## src/rtl/if_pkg.sv

```systemverilog
// Shared definitions for the instruction fetch stage.
// Optional feature macro used by this slice: IF_HALT_EN (stop issue after an all-ones word).
package if_pkg;

    localparam int unsigned XLEN          = 32;
    localparam int unsigned DEFAULT_DEPTH = 4;
    localparam int unsigned CNT_W         = $clog2(DEFAULT_DEPTH) + 1;

    // Instruction word that halts fetch when IF_HALT_EN is defined.
    localparam logic [XLEN-1:0] HALT_WORD = '1;

    // Queue entry layout; the queue stores it flattened as {instr, pc_next}.
    typedef struct packed {
        logic [XLEN-1:0] instr;
        logic [XLEN-1:0] pc_next;
    } if_entry_t;

    // Counter width able to hold 0..depth inclusive.
    function automatic int unsigned cnt_width(input int unsigned depth);
        return $clog2(depth) + 1;
    endfunction

endpackage

```

## src/rtl/if_fetch_queue.sv

```systemverilog
// Synchronous prefetch FIFO with flush, push, pop, occupancy count and full/empty flags.
// Flush has priority over push and pop. DEPTH must be a power of two.
module if_fetch_queue #(
    parameter int unsigned WIDTH = 64,
    parameter int unsigned DEPTH = 4,
    parameter int unsigned CNT_W = $clog2(DEPTH) + 1
) (
    input  logic             clk,
    input  logic             rst,
    input  logic             flush,
    input  logic             push,
    input  logic [WIDTH-1:0] wdata,
    input  logic             pop,
    output logic [WIDTH-1:0] rdata,
    output logic [CNT_W-1:0] count,
    output logic             full,
    output logic             empty
);

    localparam int unsigned PtrW = $clog2(DEPTH);

    logic [WIDTH-1:0] mem_q [DEPTH];
    logic [PtrW-1:0]  wr_ptr_q, wr_ptr_d;
    logic [PtrW-1:0]  rd_ptr_q, rd_ptr_d;
    logic [CNT_W-1:0] count_q, count_d;
    logic             do_push, do_pop;

    assign full    = (count_q == CNT_W'(DEPTH));
    assign empty   = (count_q == '0);
    assign count   = count_q;
    assign rdata   = mem_q[rd_ptr_q];
    assign do_pop  = pop && !empty;
    assign do_push = push && (!full || do_pop);

    // Next pointer and occupancy state; flush empties the queue.
    always_comb begin
        wr_ptr_d = wr_ptr_q;
        rd_ptr_d = rd_ptr_q;
        count_d  = count_q;
        if (flush) begin
            wr_ptr_d = '0;
            rd_ptr_d = '0;
            count_d  = '0;
        end else begin
            if (do_push) wr_ptr_d = wr_ptr_q + PtrW'(1);
            if (do_pop)  rd_ptr_d = rd_ptr_q + PtrW'(1);
            unique case ({do_push, do_pop})
                2'b10:   count_d = count_q + CNT_W'(1);
                2'b01:   count_d = count_q - CNT_W'(1);
                default: count_d = count_q;
            endcase
        end
    end

    // Pointer and count registers with synchronous reset.
    always_ff @(posedge clk) begin
        if (rst) begin
            wr_ptr_q <= '0;
            rd_ptr_q <= '0;
            count_q  <= '0;
        end else begin
            wr_ptr_q <= wr_ptr_d;
            rd_ptr_q <= rd_ptr_d;
            count_q  <= count_d;
        end
    end

    // Entry storage; contents are don't-care until written, so no reset.
    always_ff @(posedge clk) begin
        if (do_push && !flush) begin
            mem_q[wr_ptr_q] <= wdata;
        end
    end

endmodule

```

## src/rtl/if_prefetch_unit.sv

```systemverilog
// Instruction fetch stage: PC generation, credit-based issue to a synchronous instruction
// memory, prefetch queue with valid/ready handoff to decode, and branch redirect flush.
// Optional: define IF_HALT_EN to stop issue after an all-ones instruction is fetched.
module if_prefetch_unit
    import if_pkg::*;
#(
    parameter int unsigned     LEN      = XLEN,
    parameter int unsigned     ADDR_W   = 11,
    parameter int unsigned     DEPTH    = DEFAULT_DEPTH,
    parameter int unsigned     PC_STEP  = 1,
    parameter logic [LEN-1:0]  RESET_PC = '0
) (
    input  logic              i_clk,
    input  logic              i_rst,
    input  logic [LEN-1:0]    i_branch_dir,
    input  logic              i_PCSrc,
    input  logic              i_ready,
    output logic              o_valid,
    output logic [LEN-1:0]    o_instruccion,
    output logic [LEN-1:0]    o_adder,
    output logic [ADDR_W-1:0] o_imem_addr,
    output logic              o_imem_en,
    input  logic [LEN-1:0]    i_imem_data
`ifdef IF_HALT_EN
    ,
    output logic              o_halted
`endif
);

    localparam int unsigned CntW = cnt_width(DEPTH);
    localparam int unsigned EntW = 2 * LEN;

    logic [LEN-1:0]  pc_q, pc_d;
    logic [LEN-1:0]  tag_q, tag_d;
    logic            inflight_q, inflight_d;
    logic            issue, push, pop, halt_block;
    logic [CntW-1:0] q_count;
    logic            q_full, q_empty;
    logic [EntW-1:0] q_rdata;
    logic [CntW:0]   occupancy;

    // Queued entries plus the read still in flight; a same-cycle pop adds no credit.
    assign occupancy = {1'b0, q_count} + {{CntW{1'b0}}, inflight_q};

`ifdef IF_HALT_EN
    logic halted_q, halted_d;
    logic halt_push;

    // Block issue in the very cycle the HALT word returns so nothing past it is fetched.
    assign halt_push  = push && (i_imem_data == {LEN{1'b1}});
    assign halt_block = halted_q || halt_push;
    assign o_halted   = halted_q;

    // Halt flag: set when HALT is pushed, cleared only by redirect or reset.
    always_comb begin
        halted_d = halted_q;
        if (i_PCSrc)        halted_d = 1'b0;
        else if (halt_push) halted_d = 1'b1;
    end

    // Halt flag register.
    always_ff @(posedge i_clk) begin
        if (i_rst) halted_q <= 1'b0;
        else       halted_q <= halted_d;
    end
`else
    assign halt_block = 1'b0;
`endif

    // A redirect kills the returning read and blocks issue, so the in-flight bit drops.
    assign push  = inflight_q && !i_PCSrc;
    assign pop   = !q_empty && i_ready && !i_PCSrc;
    assign issue = !i_rst && !i_PCSrc && !q_full && !halt_block
                   && (occupancy < (CntW+1)'(DEPTH));

    // Next PC, return tag and in-flight bit.
    always_comb begin
        pc_d       = pc_q;
        tag_d      = tag_q;
        inflight_d = issue;
        if (i_PCSrc) begin
            pc_d = i_branch_dir;
        end else if (issue) begin
            pc_d  = pc_q + LEN'(PC_STEP);
            tag_d = pc_q + LEN'(PC_STEP);
        end
    end

    // PC, tag and in-flight registers.
    always_ff @(posedge i_clk) begin
        if (i_rst) begin
            pc_q       <= RESET_PC;
            tag_q      <= '0;
            inflight_q <= 1'b0;
        end else begin
            pc_q       <= pc_d;
            tag_q      <= tag_d;
            inflight_q <= inflight_d;
        end
    end

    if_fetch_queue #(
        .WIDTH (EntW),
        .DEPTH (DEPTH),
        .CNT_W (CntW)
    ) u_queue (
        .clk   (i_clk),
        .rst   (i_rst),
        .flush (i_PCSrc),
        .push  (push),
        .wdata ({i_imem_data, tag_q}),
        .pop   (pop),
        .rdata (q_rdata),
        .count (q_count),
        .full  (q_full),
        .empty (q_empty)
    );

    assign o_valid       = !q_empty;
    assign o_instruccion = o_valid ? q_rdata[EntW-1:LEN] : '0;
    assign o_adder       = o_valid ? q_rdata[LEN-1:0]    : '0;
    assign o_imem_en     = issue;
    assign o_imem_addr   = pc_q[ADDR_W-1:0];

endmodule

```

## config.mk

```make
export PLATFORM = sky130hd
export DESIGN_NAME = if_prefetch_unit
export DESIGN_NICKNAME = d
export VERILOG_FILES = /design/src/rtl/if_pkg.sv /design/src/rtl/if_fetch_queue.sv /design/src/rtl/if_prefetch_unit.sv
export SDC_FILE = /design/constraint.sdc
export NUM_CORES = 1
export LEC_CHECK = 0
export CAP_MARGIN = 20
export CORE_ASPECT_RATIO = 1.2
export CORE_MARGIN = 8
export CORE_UTILIZATION = 31
export CTS_CLUSTER_SIZE = 30
export DETAILED_ROUTE_END_ITERATION = 6
export MAX_ROUTING_LAYER = met4
export SYNTH_ARGS = -nofsm -noshare
export SYNTH_HDL_FRONTEND = slang
export SYNTH_SLANG_ARGS = --single-unit
```

## constraint.sdc

```tcl
create_clock -name i_clk -period 6 [get_ports i_clk]
set_clock_uncertainty 0.2 [all_clocks]
set_input_delay 1.8 -clock i_clk [delete_from_list [all_inputs] [get_ports i_clk]]
set_output_delay 1.8 -clock i_clk [all_outputs]
set_load 0.02 [all_outputs]
```

# [After elaboration in Yosys (flattened, before gate mapping)]
# Memory sizes are Yosys's and may differ from the RTL's. A register that Yosys moved wholly into a read port is not among the register bits.
# Cells that the tools add are included.
[word_totals] regBits=72 ram_bits=256 input_bits=68 out_inout_bits=77 wordCells=46 mem_count=1
[classes] addsub=6 n_lt_le_gt_ge=1 n_eq_ne=3 n_mux=9 n_bitwise=1 reduce_logical=19
[memory_table] memory="u_queue.mem_q" depth=4 width=64 read_ports=1 rd_ports_with_merged_regs=1 write_ports=1 line="if_fetch_queue.sv:22" text="logic [WIDTH-1:0] mem_q [DEPTH];"
[ops] op="$mux W32" n=4
[ops] op="$add A32 B1 Y32 const B" n=1
[ops] op="$logic_and A1 B1 Y1" n=9
[ops] op="$pmux W3 S2" n=1
[ops] op="$add A2 B1 Y2 const B" n=2
[ops] op="$add A3 B1 Y4" n=1
[ops] op="$logic_not A1 Y1" n=4
[ops] op="$lt A4 B3 Y1 const B" n=1
[ops] op="$mux W2" n=2
[ops] op="$reduce_bool A2 Y1" n=2
[ops] op="$add A3 B1 Y3 const B" n=1
[ops] op="$eq A3 B3 Y1 const B" n=1
[ops] op="$logic_not A3 Y1" n=1
[ops] op="$sub A3 B1 Y3 const B" n=1
[ops] op="$eq A2 B1 Y1 const B" n=1
[ops] op="$eq A2 B2 Y1 const B" n=1
[ops] op="$mux W1" n=2
[ops] op="$reduce_and A2 Y1" n=1
[ops] op="$reduce_or A2 Y1" n=1
[ops] op="$logic_or A1 B1 Y1" n=1
[ops] op="$not A1 Y1" n=1

# [Longest topological paths before layout]
[logic_depth] ltp_word=10 mapped_depth=8 depth_no_buf=8

# [Modules after synthesis]
# A second synthesis with hierarchy kept.
[unflattened] hier_cells=869 area_unflattened_um2=13593.0
[by_module_without_submodules] module="if_fetch_queue" n_inst=1 cells_each=388 area_each_um2=9714.3 seq_area_each_um2=7867.5
[by_module_without_submodules] module="if_prefetch_unit" n_inst=1 cells_each=481 area_each_um2=3878.7 seq_area_each_um2=1301.2

# [Worst setup path after synthesis]
# Ideal clock, no wire load.
[synth_timing] path_kind="in2out" startpoint="input i_rst" endpoint="output o_imem_en" arrival_time_ns=2.831 path_slack_ns=1.169 path_stages=5 path_cell_list="clkbuf_1 -> nor2_1 -> nand2_1 -> clkinv_1 -> clkbuf_1"
[synth_via] elab_chain_cells=4
[synth_lines] item="from (decl)" line="if_prefetch_unit.sv:14" text="input logic i_rst,"
[synth_lines] item="$logic_not A1 Y1" line="if_prefetch_unit.sv:73" text="assign issue = !i_rst && !i_PCSrc && !q_full && !halt_block"
[synth_lines] item="$logic_and A1 B1 Y1 (2 in series)" line="if_prefetch_unit.sv:73"
[synth_lines] item="$logic_and A1 B1 Y1" line="if_prefetch_unit.sv:74" text="&& (occupancy < (CntW+1)'(DEPTH));"
[synth_lines] item="to (decl)" line="if_prefetch_unit.sv:22" text="output logic o_imem_en,"
# Every way passes these cells.

# [Worst setup path in the final report]
[layout_timing] startpoint="input i_PCSrc" endpoint="output o_imem_en"
[layout_via] elab_chain_cells=4
[layout_lines] item="from (decl)" line="if_prefetch_unit.sv:16" text="input logic i_PCSrc,"
[layout_lines] item="$logic_not A1 Y1" line="if_prefetch_unit.sv:73"
[layout_lines] item="$logic_and A1 B1 Y1 (2 in series)" line="if_prefetch_unit.sv:73"
[layout_lines] item="$logic_and A1 B1 Y1" line="if_prefetch_unit.sv:74"
# Every way passes these cells.

==> impl_metrics.yaml <==
detailed_routing:
  ant_nets: 0
  drt_iter0_drc: 450
  dr.pass1.iters: 5
  viasPerCell: 4.83
  drc: 0
  wl_microns: 30300
  wire_per_inst_microns: 19.5
  vias: 7528
pwr:
  irDropWorstVdd_mv: 0.173
  power.density_nw_per_um2: 297
  p_leak_nw: 5.34
cells_and_area:
  num-nets-final: 1059
  ff_latch_area_sq_um: 9180
  nFillCells: 3971
  area_delta_synth_final_pct: 23.1
  diodes: 0
  final_area_sq_um: 16500
  multi_input_area_sq_um: 3880
  layout-drive-gt1-share_pct: 14.6
critical_path:
  crit_type: "in -> out"
  cp.required_ns: 4.00
  path_max_fanout: 6
  crit_arrival_ns: 3.64
  worst_setup_path_end_kind: "primary output"
  startpoint_type: "primary input"
logic_synthesis:
  synth_commonest_cells: "256 x edfxtp_1, 77 x and2_1, 74 x dfxtp_1"
  yosys.cell_count.top_type: "edfxtp_1"
  syn_area_sq_um: 13400
  yosysUniqueCellTypes: 56
  async_flop_share_pct: 0
  synth_top_area_cell: "edfxtp_1"
  synth.avg_cell_area_sq_um: 15.7
  synth_nets: 926
  synth_seq_area_share_pct: 68.4
  ys_seq_elements: 330
  synth_edf_count: 256
  ys_warn_count: 0
  synth_top_area_share_pct: 57.4
  ys_top_cells_by_area: "edfxtp_1 57%, dfxtp_1 11%, mux4_2 11%"
  synthCells: 852
  synth_ff_type: "edfxtp_1"
placement:
  gp_congestion: 0.764
  placed_area_sq_um: 15400
  dp_hpwl_microns: 19400
  io_buffers: 144
  place_ws_ns: 0.332
timing:
  totalNegativeSetupSlack_ns: 0
  setup_violations: 0
  finalHoldViolCount: 0
  min_period_ns: 5.64
  worst_slew_pin_slew_ns: 1.10
  fin_crit_sh_pct: 94.0
  maxSlewViolCount: 0
  layout_setup_ws_ns: 0.360
  max_freq_ghz: 0.177
  rsz0062_at_grt: "false"
  max-slew-margin-rel_pct: 26.0
clock_network:
  cts_buffers: 34
  htree_levels: 2
  cts_tree: "yes"
  post_cts_buffers: 0
  cts_resized: 0
  clkTransAtPathRegs_ns: 0.06
  clock-sinks: 330
  ctsHoldBuffers: 0
  cts.path.max_buffers: 3
  cts_root_buf: "clkbuf_16"
  clk_latency_ns: 0.51
die:
  die_h_microns: 244
  chipWidth_microns: 206
  die_area_sq_um: 50200
  ios: 145
  num_rows: 83
  initial_core_util_pct: 31.4
  core_area_sq_um: 42700
global_routing:
  grt_pass1_wl_microns: 46800
  overflow: 0
  antenna_found_initial: 0
  grt_pass1_vias: 7856
  grtUsageTotal_pct: 12.4
  grt_start_max_net_pins: 65
job:
  maxCapViolations: 0
run_status:
  status: "completed"
min_path:
  hp-class: "reg -> reg"
==> metrics by stage <==
| step | cells | hold WS [ns] | power, mW | util [%] |
|---|---|---|---|---|
| 2_1_floorplan | 852 | 0.255 | 2.74 | - |
| 3_5_place_dp | 1501 | 0.292 | 2.88 | 36.1 |
| 6_report | 1559 | 0.297 | 4.90 | 38.7 |
| 3_3_place_gp | 1501 | 0.280 | 2.87 | 36.1 |
| 5_1_grt | 1559 | 0.330 | 5.08 | 38.7 |
| 4_1_cts | 1559 | 0.302 | 4.98 | 38.7 |
==> layout make-up <==
cell class                      count  share of cell area [%]
Multi-Input combinational cell    447                    23.5
Sequential cell                   330                    55.6
Inverter                           12                   0.273
Clock buffer                       46                    5.74
Timing Repair Buffer              160                    9.77
Clock inverter                     12                   0.895
Tap cell                          552                    4.19
==> registers in the layout, summed over array words and instances, names as in the netlist, named ones only <==
signal            cells
u_queue.mem_q       256
tag_q                32
pc_q                 32
u_queue.rd_ptr_q      2
u_queue.wr_ptr_q      2
inflight_q            1
u_queue.count         3
==> worst max-delay path, stage by stage <==
cell and delay, ns:
clkdlybuf4s50_1 0.53, nor2_1 0.41, nand2_1 0.15, clkinv_1 0.13
clkdlybuf4s50_1 0.61
==> path summary, 6_finish.rpt <==
check            start  cells after the start  slack (ns)         to
min reg2reg  tag_q[11]                      2        0.30  tag_q[11]
max reg2reg    pc_q[6]                      5        3.33  tag_q[30]
max            i_PCSrc                      5        0.36  o_imem_en
min          tag_q[11]                      2        0.30  tag_q[11]
==> cell families after synthesis <==
family / after synthesis / share of synthesized area (%)
simple gates: 215 / 9.12
fa+ha+maj: 6 / 0.616
mux: 67 / 11.0
buf+inv: 75 / 2.70
flops: 330 / 68.4
compound gates: 119 / 5.53
xor+xnor: 40 / 2.61
==> placed cells by master (no fill, tap or decap), types with 7 or more instances in the layout <==
master	n
a211oi_1	7
a21oi_1	35
a31oi_1	11
and2_1	73
and3_1	12
buf_4	12
clkbuf_1	8
clkbuf_16	35
clkdlybuf4s50_1	144
dfxtp_1	72
edfxtp_1	256
inv_1	11
mux4_2	64
nand2_1	28
nand3_1	18
nand4_1	15
nor2_1	38
o21ai_0	33
xnor2_1	10
xor2_1	30
==> power by group <==
part	switching, mW	total (mW)	leakage (nW)	internal, mW
clock	0.837	2.08	0.536	1.24
sequential	0.0465	2.55	2.97	2.51
combinational	0.138	0.271	1.83	0.133
==> layer usage <==
layer / track usage [%] / up-vias / wire length (microns)
met1: 15.1 / 3784 / 12900
met5: - / - / 0
met3: 2.55 / 43 / 1540
li1: - / 3540 / -
met4: 3.85 / 0 / 687
met2: 20.5 / 161 / 15200
Power figures use the tool's default switching activity.
